[config.mk]
export PLATFORM = sky130hd
export DESIGN_NAME = multicycle_controller
export DESIGN_NICKNAME = d
export VERILOG_FILES = /design/src/rtl/multicycle_controller.sv
export SDC_FILE = /design/constraint.sdc
export NUM_CORES = 1
export LEC_CHECK = 0
export ABC_AREA = 0
export CAP_MARGIN = 10
export CORE_MARGIN = 5
export CORE_UTILIZATION = 42
export DETAILED_ROUTE_END_ITERATION = 10
export GPL_TIMING_DRIVEN = 0
export PLACE_DENSITY = 0.8
export SLEW_MARGIN = 20
export SYNTH_ARGS = -nofsm -noshare
export SYNTH_HDL_FRONTEND = slang
export SYNTH_SLANG_ARGS = --single-unit
export TNS_END_PERCENT = 10
[constraint.sdc]
create_clock -name clk_in -period 2.1 [get_ports clk_in]
set_input_delay 0.42 -clock clk_in [delete_from_list [all_inputs] [get_ports clk_in]]
set_output_delay 0.42 -clock clk_in [all_outputs]
set_load 0.005 [all_outputs]
[src/rtl/multicycle_controller.sv]
// -----------------------------------------------------------------------------
// friscv_pkg + multicycle_controller
//
// Multi-cycle control FSM for the FRiscV CPU. It sequences the shared datapath
// through fetch, decode, execute, memory and writeback states. It also provides:
//   - a request/ready memory handshake with a bounded wait,
//   - flagging of illegal instructions,
//   - full RV32I ALU-operation decode.
//
// Ports:
//   clk_in            rising-edge clock
//   rst_in            asynchronous active-high reset
//   op_code_in        opcode from IR
//   func3_in          func3 from IR
//   func7_in          func7 from IR
//   zero_in           ALU zero flag (branch decision)
//   mem_ready_in      memory accepted/completed the current request
//   mem_req_out       memory request
//   mem_write_out     request is a write
//   adr_src_out       memory address select: 0 = PC, 1 = ALUOut
//   ir_write_out      load IR and oldPC
//   pc_write_out      load PC from result bus
//   reg_write_out     register-file write enable
//   alu_src_a_out     ALU A select: 00 PC, 01 oldPC, 10 rs1
//   alu_src_b_out     ALU B select: 00 rs2, 01 imm, 10 constant 4
//   alu_ctrl_out      ALU operation code (friscv_pkg ALU_*)
//   result_src_out    result select: 00 ALUOut, 01 mem data, 10 ALU result
//   illegal_instr_out one-cycle pulse for an unsupported instruction
//   err_out           sticky memory-timeout error
//   state_out         current state encoding, for debug
// -----------------------------------------------------------------------------
package friscv_pkg;

   // ALU operation codes
   localparam logic [3:0] ALU_ADD  = 4'd0;
   localparam logic [3:0] ALU_SUB  = 4'd1;
   localparam logic [3:0] ALU_SLL  = 4'd2;
   localparam logic [3:0] ALU_SLT  = 4'd3;
   localparam logic [3:0] ALU_SLTU = 4'd4;
   localparam logic [3:0] ALU_XOR  = 4'd5;
   localparam logic [3:0] ALU_SRL  = 4'd6;
   localparam logic [3:0] ALU_SRA  = 4'd7;
   localparam logic [3:0] ALU_OR   = 4'd8;
   localparam logic [3:0] ALU_AND  = 4'd9;

   // Supported opcodes
   localparam logic [6:0] OP_LOAD   = 7'b0000011;
   localparam logic [6:0] OP_STORE  = 7'b0100011;
   localparam logic [6:0] OP_RTYPE  = 7'b0110011;
   localparam logic [6:0] OP_ITYPE  = 7'b0010011;
   localparam logic [6:0] OP_BRANCH = 7'b1100011;
   localparam logic [6:0] OP_JAL    = 7'b1101111;

   typedef enum logic [3:0] {
      S_IDLE     = 4'd0,
      S_FETCH    = 4'd1,
      S_DECODE   = 4'd2,
      S_MEMADR   = 4'd3,
      S_MEMREAD  = 4'd4,
      S_MEMWB    = 4'd5,
      S_MEMWRITE = 4'd6,
      S_EXECR    = 4'd7,
      S_EXECI    = 4'd8,
      S_ALUWB    = 4'd9,
      S_BEQ      = 4'd10,
      S_JAL      = 4'd11,
      S_TRAP     = 4'd12,
      S_ERROR    = 4'd13
   } state_t;

endpackage

module multicycle_controller
   import friscv_pkg::*;
#(
   parameter int ALU_CTRL_W  = 4,
   parameter int MEM_TIMEOUT = 16
) (
   input  logic                  clk_in,
   input  logic                  rst_in,
   input  logic [6:0]            op_code_in,
   input  logic [2:0]            func3_in,
   input  logic [6:0]            func7_in,
   input  logic                  zero_in,
   input  logic                  mem_ready_in,
   output logic                  mem_req_out,
   output logic                  mem_write_out,
   output logic                  adr_src_out,
   output logic                  ir_write_out,
   output logic                  pc_write_out,
   output logic                  reg_write_out,
   output logic [1:0]            alu_src_a_out,
   output logic [1:0]            alu_src_b_out,
   output logic [ALU_CTRL_W-1:0] alu_ctrl_out,
   output logic [1:0]            result_src_out,
   output logic                  illegal_instr_out,
   output logic                  err_out,
   output logic [3:0]            state_out
);

   // A zero-width counter is illegal, so keep at least one bit when the
   // timeout is disabled.
   localparam int CNT_W = (MEM_TIMEOUT > 0) ? $clog2(MEM_TIMEOUT + 1) : 1;
   localparam logic [CNT_W-1:0] CNT_LIMIT = CNT_W'(MEM_TIMEOUT);

   state_t           state, state_next;
   logic [CNT_W-1:0] wait_cnt, wait_cnt_next;
   logic             mem_state;
   logic             timeout;
   logic [3:0]       alu_code;
   logic [3:0]       alu_sel;

   // Only func7[5] matters for RV32I; the remaining bits are ignored.
   logic unused_func7;
   assign unused_func7 = ^{func7_in[6], func7_in[4:0]};

   // NOTE: state registers use non-blocking assignments so every flop samples
   // the pre-edge values; combinational blocks below use blocking assignments.
   always_ff @(posedge clk_in or posedge rst_in) begin
      if (rst_in) begin
         state    <= S_IDLE;
         wait_cnt <= '0;
      end else begin
         state    <= state_next;
         wait_cnt <= wait_cnt_next;
      end
   end

   // ALU operation from func3/func7. SUB is R-type only (addi ignores
   // func7), whereas SRA is selected by func7[5] for both R- and I-type.
   always_comb begin
      alu_code = ALU_ADD;
      case (func3_in)
         3'b000:  alu_code = (state == S_EXECR && func7_in[5]) ? ALU_SUB : ALU_ADD;
         3'b001:  alu_code = ALU_SLL;
         3'b010:  alu_code = ALU_SLT;
         3'b011:  alu_code = ALU_SLTU;
         3'b100:  alu_code = ALU_XOR;
         3'b101:  alu_code = func7_in[5] ? ALU_SRA : ALU_SRL;
         3'b110:  alu_code = ALU_OR;
         default: alu_code = ALU_AND;
      endcase
   end

   assign mem_state = (state == S_FETCH) || (state == S_MEMREAD) || (state == S_MEMWRITE);

   // The limit cycle is the one where the counter already holds MEM_TIMEOUT;
   // a ready on that cycle takes the normal transition instead.
   assign timeout = (MEM_TIMEOUT != 0) && mem_state && !mem_ready_in && (wait_cnt == CNT_LIMIT);

   // NOTE: every output and next-state value gets a default before the case,
   // so no path leaves a signal unassigned and no latch is inferred.
   always_comb begin
      state_next        = state;
      mem_req_out       = 1'b0;
      mem_write_out     = 1'b0;
      adr_src_out       = 1'b0;
      ir_write_out      = 1'b0;
      pc_write_out      = 1'b0;
      reg_write_out     = 1'b0;
      alu_src_a_out     = 2'b00;
      alu_src_b_out     = 2'b00;
      alu_sel           = ALU_ADD;
      result_src_out    = 2'b00;
      illegal_instr_out = 1'b0;
      err_out           = 1'b0;

      case (state)
         S_IDLE: state_next = S_FETCH;
         S_FETCH: begin
            // PC+4 is computed and written in the same cycle the word arrives.
            mem_req_out    = 1'b1;
            alu_src_b_out  = 2'b10;
            result_src_out = 2'b10;
            ir_write_out   = mem_ready_in;
            pc_write_out   = mem_ready_in;
            if (mem_ready_in) state_next = S_DECODE;
         end
         S_DECODE: begin
            // ALU precomputes the branch target oldPC + imm into ALUOut.
            alu_src_a_out = 2'b01;
            alu_src_b_out = 2'b01;
            case (op_code_in)
               OP_LOAD, OP_STORE: state_next = (func3_in == 3'b010) ? S_MEMADR : S_TRAP;
               OP_RTYPE:          state_next = S_EXECR;
               OP_ITYPE:          state_next = S_EXECI;
               OP_BRANCH:         state_next = (func3_in == 3'b000) ? S_BEQ : S_TRAP;
               OP_JAL:            state_next = S_JAL;
               default:           state_next = S_TRAP;
            endcase
         end
         S_MEMADR: begin
            alu_src_a_out = 2'b10;
            alu_src_b_out = 2'b01;
            state_next    = (op_code_in == OP_LOAD) ? S_MEMREAD : S_MEMWRITE;
         end
         S_MEMREAD: begin
            mem_req_out = 1'b1;
            adr_src_out = 1'b1;
            if (mem_ready_in) state_next = S_MEMWB;
         end
         S_MEMWB: begin
            result_src_out = 2'b01;
            reg_write_out  = 1'b1;
            state_next     = S_FETCH;
         end
         S_MEMWRITE: begin
            mem_req_out   = 1'b1;
            mem_write_out = 1'b1;
            adr_src_out   = 1'b1;
            if (mem_ready_in) state_next = S_FETCH;
         end
         S_EXECR: begin
            alu_src_a_out = 2'b10;
            alu_sel       = alu_code;
            state_next    = S_ALUWB;
         end
         S_EXECI: begin
            alu_src_a_out = 2'b10;
            alu_src_b_out = 2'b01;
            alu_sel       = alu_code;
            state_next    = S_ALUWB;
         end
         S_ALUWB: begin
            reg_write_out = 1'b1;
            state_next    = S_FETCH;
         end
         S_BEQ: begin
            // The target from DECODE sits in ALUOut while the ALU compares.
            alu_src_a_out = 2'b10;
            alu_sel       = ALU_SUB;
            pc_write_out  = zero_in;
            state_next    = S_FETCH;
         end
         S_JAL: begin
            // PC <- ALUOut (target); ALU forms oldPC + 4 for the link in ALUWB.
            alu_src_a_out = 2'b01;
            alu_src_b_out = 2'b10;
            pc_write_out  = 1'b1;
            state_next    = S_ALUWB;
         end
         S_TRAP: begin
            illegal_instr_out = 1'b1;
            state_next        = S_FETCH;
         end
         S_ERROR: err_out = 1'b1;
         default: state_next = S_IDLE;
      endcase

      if (timeout) state_next = S_ERROR;
   end

   // The wait counter restarts whenever the memory side makes progress or the
   // FSM moves on.
   always_comb begin
      wait_cnt_next = '0;
      if (MEM_TIMEOUT != 0 && mem_state && !mem_ready_in && state_next == state)
         wait_cnt_next = wait_cnt + 1'b1;
   end

   assign alu_ctrl_out = ALU_CTRL_W'(alu_sel);
   assign state_out    = state;

endmodule

==> results.json <==
{
  "start_kind": "register",
  "period_minus_slack_ps": 2150,
  "worst_slew_pin_slew_ps": 594,
  "hold_class": "input pin to async pin",
  "synthTopCellsByCount": "nor2_1, nand2_1, o21ai_0, dfrtp_1, inv_1",
  "fin_ws_ps": -54.7,
  "layout-drive-gt1-share": 0.201,
  "regArea_um2": 229,
  "synth-edff-count": 0,
  "drv_slew": 0,
  "fin_setup_tns_ps": -54.7,
  "synth_compound_area_frac": 0.250,
  "clk_pin_slew_ps": 60,
  "status": "finished, violations left",
  "post-synth-top-count-cell": "nor2_1",
  "final.setup_skew_ps": 3.62,
  "antenna_found_initial": 0,
  "yosys_warnings": 0,
  "relSlewSlack": 0.598,
  "synthAdderAreaFrac": 0.0250,
  "synth.distinct_cells": 44,
  "worstSetupEndpointType": "output pin",
  "diodes": 0,
  "cts_buffer_depth": 2,
  "final_area_mm2": 0.00152,
  "rows": 17,
  "dpl.hpwl_um": 2270,
  "vias": 1264,
  "synth_top_area_cell": "dfrtp_1",
  "multi_input_area_um2": 752,
  "die_h_um": 58.8,
  "cp.required_ps": 1680,
  "power_density_mw_per_mm2": 1040,
  "rsz0062_at_grt": "true",
  "violations": "negative setup slack",
  "clock_power_share": 0.082,
  "sw_frac_of_total": 0.428,
  "async_flop_share": 1.00,
  "combPwrFrac": 0.741,
  "post_drt_wl_per_cell_um": 14.8,
  "gp_congestion": 0.868,
  "yosysTopAreaCellShare": 0.225,
  "hold_viol": 0,
  "die_area_mm2": 0.00346,
  "grt_pass1_wl_um": 5040,
  "synth_top_family_by_area": "simple AND/OR/NAND/NOR gates",
  "syn_inst": 142,
  "critPathMaxFanout": 9,
  "max_freq_mhz": 464,
  "layout.nets": 208,
  "h-tree-depth": 1,
  "worst_skew_pair.late_latency_ps": 260,
  "setup_violations": 1,
  "synth_fp_nets": 165,
  "grt_usage": 0.181,
  "first_global_vias": 1134,
  "synth_top_flop_cell": "dfrtp_1",
  "synth.avg_cell_area_um2": 7.04,
  "grt_max_degree": 11,
  "drt_wl_total_um": 3150,
  "arrival_ps": 1730,
  "area.growth.synth_to_final_pct": 52.3,
  "core_mm2": 0.00223,
  "vias_per_cell": 5.96,
  "ir_drop_mv": 0.771,
  "yosysSeqAreaShare": 0.225,
  "antenna_left": 0,
  "synth-simple-area-share": 0.357,
  "cts-buffers-inserted": 3,
  "drc": 0,
  "grt_overflow": 0,
  "min_period_over_period": 1.03,
  "p_seq_frac": 0.177,
  "leakage_nw": 0.685,
  "maxCapViolCount": 0,
  "synth-xor-area-share": 0.0438,
  "placed_cell_area_mm2": 0.00138,
  "nFillCells": 198,
  "port_buffers": 34,
  "netSwitchingPower_w": 0.000680,
  "ys_top_cells_by_area": "dfrtp_1, nor2_1, o21ai_0",
  "ios": 43,
  "critical_path_class": "register to output pin",
  "ys_seq_elements": 9,
  "initialDrtViolationCount": 30,
  "synthMuxAreaShare": 0.0325,
  "dr.pass1.iters": 4,
  "internal_power_w": 0.000910,
  "chipWidth_um": 58.8,
  "cts_tree": "built",
  "start_util": 0.448,
  "cts_sinks": 9,
  "syn_area_um2": 1000,
  "root_buffer": "clkbuf_4"
}
## metal layers
layer / vias to the layer above / wire [µm] / track usage
li1: 604 / - / -
met1: 586 / 1310 / 0.234
met5: - / 0 / 0
met3: 9 / 281 / 0.0285
met4: 0 / 68 / 0.0809
met2: 65 / 1490 / 0.293
## registers in the layout, indices dropped and copies added (netlist names)
register	count
state_out	4
wait_cnt	5
## critical path, cell delays in order, from the launching register on
cell             delay (ps)
dfrtp_1                 360
buf_6                   150
nand2b_4                180
nor3_2                   50
or2_2                   280
clkdlybuf4s50_1         450
## power groups by stage
stage | registers (W) | logic [W] | clock network, W
final | 0.000281 | 0.00118 | 0.000130
after floorplan | 0.000259 | 0.000566 | 0
after detailed placement | 0.000271 | 0.00102 | 0
after global placement | 0.000268 | 0.000997 | 0
after global routing | 0.000289 | 0.00127 | 0.000146
after CTS | 0.000276 | 0.00112 | 0.000136
## final cells by class
type                       instances  share of cell area
buffer                             9              0.0624
multi-input combinational        116               0.494
sequential                         9               0.150
inverter                           8              0.0197
timing repair buffer              38               0.233
clock buffer                       4              0.0173
tap                               28              0.0230
## what timing repair did
item,CTS,global route
hold buffers,0,0
pin swaps,1,2
buffers inserted,1,3
hold endpoints to repair,0,0
setup endpoints to repair,18,11
gates resized for setup,47,15
## metrics by stage
stage / hold slack [ps] / instances / setup slack [ps] / total power [W] / util
after floorplan: 248 / 142 / 294 / 0.000825 / -
after global routing: 445 / 212 / -117 / 0.00170 / 0.682
after detailed placement: 490 / 204 / -523 / 0.00129 / 0.616
after global placement: 479 / 204 / -515 / 0.00126 / 0.616
final: 408 / 212 / -54.7 / 0.00159 / 0.682
after CTS: 413 / 209 / -145 / 0.00153 / 0.664
## cells by family (layout without fill, tap and decap cells)
group / after synthesis / count (layout)
xor+xnor: 5 / 5
compound gates: 38 / 38
fa+ha+maj: 2 / 2
simple gates: 68 / 68
flops: 9 / 9
buf+inv: 17 / 59
mux: 3 / 3
## layout by cell type, fill, tap and decap left out, drive strengths merged, types with 6 or more instances in the layout
master / n
a21oi: 7
buf: 13
clkbuf: 6
clkdlybuf4s50: 16
dfrtp: 9
dlygate4sd2: 12
inv: 8
nand2: 14
nor2: 20
nor3: 6
o21ai: 11
## path summary, 6_finish.rpt
kind,from,end,slack [ps],cells after the start
max reg2reg,state_out[2]$_DFF_PP0_,wait_cnt[2]$_DFF_PP0_,330,4
max in group asynchronous,rst_in,state_out[2]$_DFF_PP0_,1430,2
max,state_out[1]$_DFF_PP0_,mem_req_out,-50,5
min in group clk_in,wait_cnt[0]$_DFF_PP0_,wait_cnt[0]$_DFF_PP0_,490,1
min,rst_in,wait_cnt[2]$_DFF_PP0_,410,2
min reg2reg,wait_cnt[0]$_DFF_PP0_,wait_cnt[0]$_DFF_PP0_,490,1
(Power assumes the default switching activity.)
